<file path="src/rtl/pdm_pkg.sv">
// Shared definitions for the PDM fader: FSM encodings and register-map helpers.
package pdm_pkg;

    localparam logic [1:0] ST_IDLE  = 2'd0;
    localparam logic [1:0] ST_SCAN  = 2'd1;
    localparam logic [1:0] ST_WRITE = 2'd2;

    // The prescaler register sits directly after the per-channel target registers.
    function automatic int unsigned prescaler_addr(input int unsigned channel_num);
        return channel_num;
    endfunction

endpackage

</file>
<file path="src/rtl/pdm_step_divider.sv">
// Step-rate divider: pulses tick once every prescaler+1 cycles.
module pdm_step_divider #(
    parameter int unsigned PRESCALER_WIDTH = 16
) (
    input  logic                       clk,
    input  logic                       rst,
    input  logic [PRESCALER_WIDTH-1:0] prescaler,
    input  logic                       clear,
    output logic                       tick
);

    logic [PRESCALER_WIDTH-1:0] cnt_q, cnt_d;
    logic                       wrap;

    assign wrap = (cnt_q == prescaler);
    // A prescaler write restarts the period, so no stale tick escapes that cycle.
    assign tick = wrap && !clear;

    always_comb begin
        cnt_d = cnt_q + PRESCALER_WIDTH'(1);
        if (clear || wrap) begin
            cnt_d = '0;
        end
    end

    always_ff @(posedge clk or negedge rst) begin
        if (!rst) begin
            cnt_q <= '0;
        end else begin
            cnt_q <= cnt_d;
        end
    end

endmodule

</file>
<file path="src/rtl/wbs_pdm_fader.sv">
// Wishbone slave holding per-channel target levels; ramps applied levels one LSB per tick
// and pushes each new level to the downstream PDM block over a Wishbone master port.
module wbs_pdm_fader
    import pdm_pkg::*;
#(
    parameter int unsigned BIT_RESOLUTION  = 8,
    parameter int unsigned CHANNEL_NUM     = 4,
    parameter int unsigned PRESCALER_WIDTH = 16,
    parameter int unsigned ADR_WIDTH       = 4,
    parameter int unsigned DATA_WIDTH      = 16
) (
    input  logic                  clk,
    input  logic                  rst,
    input  logic                  wbs_stb,
    input  logic                  wbs_we,
    input  logic [ADR_WIDTH-1:0]  wbs_adr,
    input  logic [DATA_WIDTH-1:0] wbs_dat_c,
    output logic [DATA_WIDTH-1:0] wbs_dat_p,
    output logic                  wbs_ack,
    output logic                  wbm_stb,
    output logic                  wbm_we,
    output logic [ADR_WIDTH-1:0]  wbm_adr,
    output logic [DATA_WIDTH-1:0] wbm_dat,
    input  logic                  wbm_ack,
    output logic                  busy
);

    localparam int unsigned CH_W = (CHANNEL_NUM > 1) ? $clog2(CHANNEL_NUM) : 1;
    localparam logic [ADR_WIDTH-1:0] PRESC_ADR = ADR_WIDTH'(prescaler_addr(CHANNEL_NUM));
    localparam logic [ADR_WIDTH-1:0] CH_LIMIT  = ADR_WIDTH'(CHANNEL_NUM);
    localparam logic [CH_W-1:0]      LAST_CH   = CH_W'(CHANNEL_NUM - 1);

    logic [BIT_RESOLUTION-1:0]  target_q  [CHANNEL_NUM];
    logic [BIT_RESOLUTION-1:0]  current_q [CHANNEL_NUM];
    logic [PRESCALER_WIDTH-1:0] prescaler_q;

    logic [1:0]                 state_q, state_d;
    logic [CH_W-1:0]            ch_q, ch_d;
    logic                       pend_q, pend_d;
    logic                       stb_q, stb_d;
    logic [ADR_WIDTH-1:0]       adr_q, adr_d;
    logic [DATA_WIDTH-1:0]      dat_q, dat_d;
    logic                       ack_q;
    logic [DATA_WIDTH-1:0]      rdat_q, rdat_d;

    logic                       wr_en, wr_ch, wr_presc;
    logic                       tick, commit, last_ch;
    logic [BIT_RESOLUTION-1:0]  cur, tgt, step;

    assign wr_en    = wbs_stb && wbs_we;
    assign wr_ch    = wr_en && (wbs_adr < CH_LIMIT);
    assign wr_presc = wr_en && (wbs_adr == PRESC_ADR);

    pdm_step_divider #(
        .PRESCALER_WIDTH(PRESCALER_WIDTH)
    ) u_divider (
        .clk      (clk),
        .rst      (rst),
        .prescaler(prescaler_q),
        .clear    (wr_presc),
        .tick     (tick)
    );

    always_comb begin
        rdat_d = '0;
        if (wbs_stb) begin
            if (wbs_adr < CH_LIMIT) begin
                rdat_d[BIT_RESOLUTION-1:0] = target_q[wbs_adr[CH_W-1:0]];
            end else if (wbs_adr == PRESC_ADR) begin
                rdat_d[PRESCALER_WIDTH-1:0] = prescaler_q;
            end
        end
    end

    assign cur     = current_q[ch_q];
    assign tgt     = target_q[ch_q];
    assign step    = (tgt > cur) ? cur + BIT_RESOLUTION'(1) : cur - BIT_RESOLUTION'(1);
    assign last_ch = (ch_q == LAST_CH);

    always_comb begin
        state_d = state_q;
        ch_d    = ch_q;
        stb_d   = stb_q;
        adr_d   = adr_q;
        dat_d   = dat_q;
        pend_d  = pend_q;
        commit  = 1'b0;
        if (tick) begin
            pend_d = 1'b1;
        end
        case (state_q)
            ST_IDLE: begin
                // A tick landing while one is already pending is dropped here.
                if (pend_q) begin
                    pend_d  = 1'b0;
                    ch_d    = '0;
                    state_d = ST_SCAN;
                end
            end
            ST_SCAN: begin
                if (cur == tgt) begin
                    if (last_ch) begin
                        state_d = ST_IDLE;
                    end else begin
                        ch_d = ch_q + CH_W'(1);
                    end
                end else begin
                    adr_d   = ADR_WIDTH'(ch_q);
                    dat_d   = DATA_WIDTH'(step);
                    stb_d   = 1'b1;
                    state_d = ST_WRITE;
                end
            end
            ST_WRITE: begin
                if (wbm_ack) begin
                    commit = 1'b1;
                    stb_d  = 1'b0;
                    if (last_ch) begin
                        state_d = ST_IDLE;
                    end else begin
                        ch_d    = ch_q + CH_W'(1);
                        state_d = ST_SCAN;
                    end
                end
            end
            default: begin
                stb_d   = 1'b0;
                state_d = ST_IDLE;
            end
        endcase
    end

    always_ff @(posedge clk or negedge rst) begin
        if (!rst) begin
            for (int i = 0; i < CHANNEL_NUM; i++) begin
                target_q[i]  <= '0;
                current_q[i] <= '0;
            end
            prescaler_q <= '0;
        end else begin
            if (wr_ch) begin
                target_q[wbs_adr[CH_W-1:0]] <= wbs_dat_c[BIT_RESOLUTION-1:0];
            end
            if (wr_presc) begin
                prescaler_q <= wbs_dat_c[PRESCALER_WIDTH-1:0];
            end
            if (commit) begin
                current_q[ch_q] <= dat_q[BIT_RESOLUTION-1:0];
            end
        end
    end

    always_ff @(posedge clk or negedge rst) begin
        if (!rst) begin
            state_q <= ST_IDLE;
            ch_q    <= '0;
            pend_q  <= 1'b0;
            stb_q   <= 1'b0;
            adr_q   <= '0;
            dat_q   <= '0;
            ack_q   <= 1'b0;
            rdat_q  <= '0;
        end else begin
            state_q <= state_d;
            ch_q    <= ch_d;
            pend_q  <= pend_d;
            stb_q   <= stb_d;
            adr_q   <= adr_d;
            dat_q   <= dat_d;
            ack_q   <= wbs_stb;
            rdat_q  <= rdat_d;
        end
    end

    always_comb begin
        busy = 1'b0;
        for (int i = 0; i < CHANNEL_NUM; i++) begin
            busy = busy | (current_q[i] != target_q[i]);
        end
    end

    assign wbs_ack   = ack_q;
    assign wbs_dat_p = rdat_q;
    assign wbm_stb   = stb_q;
    assign wbm_we    = 1'b1;
    assign wbm_adr   = adr_q;
    assign wbm_dat   = dat_q;

endmodule

</file>
<file path="config.mk">
export PLATFORM = sky130hd
export DESIGN_NAME = wbs_pdm_fader
export DESIGN_NICKNAME = d
export VERILOG_FILES = /design/src/rtl/pdm_pkg.sv /design/src/rtl/pdm_step_divider.sv /design/src/rtl/wbs_pdm_fader.sv
export SDC_FILE = /design/constraint.sdc
export NUM_CORES = 1
export LEC_CHECK = 0
export CORE_UTILIZATION = 62
export DETAILED_ROUTE_END_ITERATION = 10
export GPL_TIMING_DRIVEN = 0
export PLACE_DENSITY = 0.83
export RECOVER_POWER = 50
export SYNTH_ARGS = -nofsm -noshare
export SYNTH_HDL_FRONTEND = slang
export SYNTH_SLANG_ARGS = --single-unit
</file>
<file path="constraint.sdc">
create_clock -name clk -period 11.1 [get_ports clk]
set_clock_uncertainty 0.05 [all_clocks]
set_input_delay 2.775 -clock clk [delete_from_list [all_inputs] [get_ports clk]]
set_output_delay 2.775 -clock clk [all_outputs]
set_load 0.02 [all_outputs]
</file>
# --- Word level (Yosys, flattened, before mapping) ---
# Index checks and enable logic that the tools add are counted.
# Widths: inputs -> output; s select.
word_totals:
  regBits: 129
  latchBits: 0
  mem_bits_rw: 0
  mem_bits_ro: 0
  memories: 0
classes:
  n_addsub: 4
  mul: 0
  n_div: 0
  n_lt_le_gt_ge: 6
  eq_ne: 15
  shift: 0
  n_mux: 40
  bitwise: 7
  n_reduce_logical: 14
ops:
  columns: ["op", "count"]
  rows:
  - ["$mux 8", 11]
  - ["$bwmux 32", 2]
  - ["$bmux 8 s2", 3]
  - ["$mux 16", 3]
  - ["$demux 8 s2", 2]
  - ["$ne 8x8->1", 4]
  - ["$add 16x1->16 const B", 1]
  - ["$eq 16x16->1", 1]
  - ["$mux 2", 8]
  - ["$pmux 2 s3", 2]
  - ["$add 8x1->8 const B", 1]
  - ["$eq 8x8->1", 1]
  - ["$gt 8x8->1", 1]
  - ["$mux 1", 8]
  - ["$ne 2x2->1 const B", 4]
  - ["$sub 8x1->8 const B", 1]
  - ["$ge 3x3->1 const B", 2]
  - ["$logic_and 1x1->1", 6]
  - ["$lt 3x1->1 const B", 2]
  - ["$not 2->3", 2]
  - ["$reduce_and 3->1", 2]
  - ["$eq 2x2->1 const B", 2]
  - ["$eq 4x3->1 const B", 1]
  - ["$lt 4x3->1 const B", 1]
  - ["other kinds (12)", 15]

# --- Longest topological paths before layout ---
logic_depth:
  depth_word: 7
  mapped_depth: 17
  depth_no_buf: 15

# --- Cells and area by module ---
# Synthesis repeated with hierarchy kept, for this count alone.
hier_totals:
  cells_unflattened: 547
  area_unflattened_um2: 6760.2
modules_own_cells:
  columns: ["mod", "n_inst", "cells_each", "area_each_um2"]
  rows:
  - ["wbs_pdm_fader", 1, 449, 5823.1]
  - ["pdm_step_divider", 1, 98, 937.1]

# --- Least setup slack after synthesis ---
# No wires, ideal clock.
synth_timing:
  path_type: "input to register"
  from: "input port wbs_adr[3]"
  to: "register prescaler_q[10]"
  setup_ns: 0.125
  arrival_time_ns: 3.959
  slack_ns: 6.966
  path_stages: 5
  n_path_buf: 2
  cell_sequence: "nor4b_4 -> and3_1 -> buf_6 -> buf_6 -> mux2_2"
synth_between:
  elab_chain_len: 2
synth_rtl:
  columns: ["item", "line_no", "source"]
  rows:
  - ["start, declared", "wbs_pdm_fader.sv:16", "input logic [ADR_WIDTH-1:0] wbs_adr,"]
  - ["$eq 4x3->1", "wbs_pdm_fader.sv:52", "assign wr_presc = wr_en && (wbs_adr == PRESC_ADR);"]
  - ["$logic_and 1x1->1", "wbs_pdm_fader.sv:52", null]
  - ["end signal, assigned", "wbs_pdm_fader.sv:145", "prescaler_q <= wbs_dat_c[PRESCALER_WIDTH-1:0];"]
  - ["end, declared", "wbs_pdm_fader.sv:35", "logic [PRESCALER_WIDTH-1:0] prescaler_q;"]
# Every way passes these cells.
# A chain may end at the register's enable or synchronous reset.

# --- Worst setup path in the final report ---
layout_timing:
  from: "register current_q[22] (netlist bit)"
  to: "output port busy"
layout_between:
  elab_chain_len: 4
layout_rtl:
  columns: ["item", "line_no", "source"]
  rows:
  - ["start, declared", "wbs_pdm_fader.sv:34", "logic [BIT_RESOLUTION-1:0] current_q [CHANNEL_NUM];"]
  - ["start signal, assigned by index", "wbs_pdm_fader.sv:148", "current_q[ch_q] <= dat_q[BIT_RESOLUTION-1:0];"]
  - ["$ne 8x8->1", "wbs_pdm_fader.sv:178", "busy = busy | (current_q[i] != target_q[i]);"]
  - ["$or 1x1->1 (3 in a row)", "wbs_pdm_fader.sv:178", null]
  - ["end, declared", "wbs_pdm_fader.sv:25", "output logic busy"]
# Every way passes these cells.

==> parameters.txt <==
Parameter                              Value

STA
  Number of hold-slack violations in the final timing report    0
  Period Utilization, post-route    48.0%
  Post-Route Setup TNS    0 ps
  Final setup vio count    0
  Shortest clock period the worst path allows after layout    5330 ps
  Worst Tran Pin Value    2990 ps
  Headroom to the max-slew limit    -99.5%
  Worst setup slack after layout    5770 ps
  Fmax    188 MHz
  RSZ-0062 raised after global routing    false
  Number of pins exceeding their max-slew limit in the final report    54

GRT
  Gr ovfl total    0
  Total global routing track utilization    31.1%
  Antenna violations before repair    0
  First-pass GRT wire length    26.2 mm
  Vias in the first global route    4877
  Maximum number of pins on one net before global-route repair    77

Pwr
  Power per unit of standard cell area    283 mW/mm^2
  Portion of total power attributed to combinational logic    44.2%
  Part of the power in registers    32.1%
  Worst VDD drop    0.000194 V
  Internal cell power    0.00142 W
  Leakage    3.67 nW
  Switching pwr    0.000873 W
  Clock power share    23.7%
  Switching power as a share of total power    38.0%

Yosys
  Post-synthesis sequential element count    129
  Main area contributors after synthesis    dfrtp_1 (48%), mux2_2 (14%), mux4_2 (7.6%), xnor2_1 (5.4%), ha_1 (4.2%)
  Seq/Total Area, Yosys    47.6%
  Avg Cell Area, Syn    12.7 sq um
  Ys Warns    0
  Fraction of registers with async set/reset    100%
  Share of Yosys cell area claimed by the top area cell type    47.6%
  Synth Cell Area    0.00678 sq mm
  Distinct cells, synth    50
  Number of enable-type register cells in the synthesized netlist    0
  Count of mapped cells out of synthesis    533
  Library cell occupying the most area in the post-synthesis netlist    dfrtp_1
  Most instantiated flip-flop cell in the synthesis netlist    dfrtp_1

Layout
  Fill cells    663
  Count of nets after finishing    663
  Fraction of layout instances using a drive strength above 1    26.2%
  Number of antenna cells inserted    0
  Most frequent cells in the layout    dfrtp_1 (129), mux2_2 (81), clkdlybuf4s50_1 (50), xnor2_1 (42), xor2_1 (27)
  Final Instance Area    0.00810 sq mm
  Count of placed standard cells in the final layout, fillers left out    763
  Post-route core utilization    77.4%
  Area growth, synth to finish    19.5%
  Most common cell after layout, fill and taps aside    dfrtp_1

Clock tree
  Number of buffers inserted for hold repair after clock tree synthesis    0
  Clock insertion delay at the later pin of the skew report    540 ps
  Clock slew at the register clock pins of the worst setup and hold paths    60 ps
  Count of cells resized by post-cts repair    0
  Clock tree from TritonCTS    done
  Number of clock sinks    129
  Maximum clock insertion buffer count    2
  CTS Root Buffer Type    clkbuf_8
  Post-CTS Setup Inserts    0
  Deepest level of the CTS H-tree    4
  Number of buffers created by CTS    17

Run status
  Violations in the final reports    max-capacitance violations, max-slew violations
  Status    complete, but fails checks

Place
  Post-placement setup slack    6090 ps
  # placed instances    731
  Half-perimeter wire length after detailed placement    11.1 mm
  Input/output buffers    52
  Placed Instance Area    0.00753 sq mm
  Routability-driven placement congestion ratio    0.845

Worst setup path
  Arrival @ worst endpoint    2500 ps
  Kind of start point of the critical path    flip-flop
  Critical path fanouts, max    3
  Peak per-stage delay on the critical path    560 ps
  Cell Chain, Critical Path    xnor2_1 -> nand4_1 -> nor4_1 -> nand2_1 -> clkdlybuf4s50_1
  Cell type of the slowest stage on the worst timing path    clkdlybuf4s50_1
  Crit path capture type    output pin
  Start-to-end type of the worst setup path    reg2out
  WP data required    8280 ps

Floorplan
  Cell Rows    37
  Overall die height    107 um
  I/O pins    65
  Die area    0.0114 sq mm
  Floorplan die width    107 um
  Core Box Area    0.0105 sq mm
  Effective utilization at floorplan    64.8%

Detailed routing
  Count of vias placed by the detailed router    4721
  Starting DRC count in detailed routing    291
  Residual DRC count    0
  Avg Vias per Cell    6.19
  Post-DRT Antenna Nets    0
  Average wire length per cell after detail routing    21.0 um
  Total Wirelength    16.0 mm
  Total iterations of the first detailed-routing run    5

Min path
  Path class of the lowest-slack min-delay path    reg2reg

Run
  Maximum capacitance violations    1
## area by class of cell
class / instances / area (sq um) / area share, %
plain buffers: 30 / 195 / 2.41
clock buffers: 19 / 442 / 5.45
clock inverters: 13 / 138 / 1.70
inverters: 16 / 60.1 / 0.741
multi-input cells: 367 / 3330 / 41.1
flip-flops and latches: 129 / 3230 / 39.8
well taps: 136 / 170 / 2.10
repair buffers: 53 / 542 / 6.69
## registers in the layout (all words and copies together), names as in the netlist
signal           count
u_divider.cnt_q     16
prescaler_q         16
wbs_dat_p           16
target_q            32
wbm_dat              8
current_q           32
ch_q                 2
wbs_ack              1
pend_q               1
wbm_adr              2
state_q              2
wbm_stb              1
## routing by layer
| metal | wire length [um] | track usage, % |
|---|---|---|
| met5 | 0 | 0 |
| met3 | 976 | 6.38 |
| met1 | 6850 | 43.4 |
| met2 | 7880 | 48.4 |
| met4 | 334 | 11.5 |
## cells in the mapped netlist (13+ instances only)
cell	number
xnor2_1	42
xor2_1	27
nand4_1	15
and3_1	14
mux2_2	82
buf_4	13
dfrtp_1	129
ha_1	23
nor2_1	23
inv_1	16
mux4_2	23
nand2_1	15
## kinds of logic after synthesis
group / after synthesis / share of synthesized area [%]
DFF: 129 / 47.6
muxes: 108 / 21.7
and+or+nand+nor: 108 / 8.79
xor gates and xnor gates: 69 / 8.92
AOI/OAI and AO/OA: 47 / 4.54
buffers and inverters: 46 / 3.77
adders and majority gates: 24 / 4.54
other: 2 / 0.111
## stage by stage
step / hold slack (ps) / power (W)
2_1_floorplan: 443 / 0.00145
3_3_place_gp: 417 / 0.00168
3_5_place_dp: 440 / 0.00172
4_1_cts: 449 / 0.00228
5_1_grt: 480 / 0.00243
6_report: 448 / 0.00230
## path summary, 6_finish.rpt
path	startpoint	endpoint	slack (ps)	cells past startpoint
max	current_q[22]$_DFFE_PN0P_	busy	5770	5
min	wbm_adr[1]$_DFFE_PN0P_	wbm_adr[1]$_DFFE_PN0P_	450	2
max reg2reg	ch_q[1]$_DFFE_PN0P_	wbm_dat[5]$_DFFE_PN0P_	6370	15
min reg2reg	wbm_adr[1]$_DFFE_PN0P_	wbm_adr[1]$_DFFE_PN0P_	450	2
max in group asynchronous	rst	target_q[6]$_DFFE_PN0P_	6140	1
min in group asynchronous	rst	wbs_dat_p[11]$_DFF_PN0_	3160	1
## worst max-delay path: cells and delay by family (launching register included)
kind          cells  cell delay (ps)
simple gates      3              750
xor+xnor          1              210
buf+inv           1              560
flops             1              440
## power groups by stage
stage / Combinational [W] / Sequential [W] / Clock, W
2_1_floorplan: 0.000726 / 0.000720 / 0
6_report: 0.00101 / 0.000737 / 0.000544
4_1_cts: 0.00100 / 0.000734 / 0.000546
3_3_place_gp: 0.000947 / 0.000729 / 0
5_1_grt: 0.00111 / 0.000752 / 0.000568
3_5_place_dp: 0.000981 / 0.000739 / 0
Power figures use the tool's default switching activity.
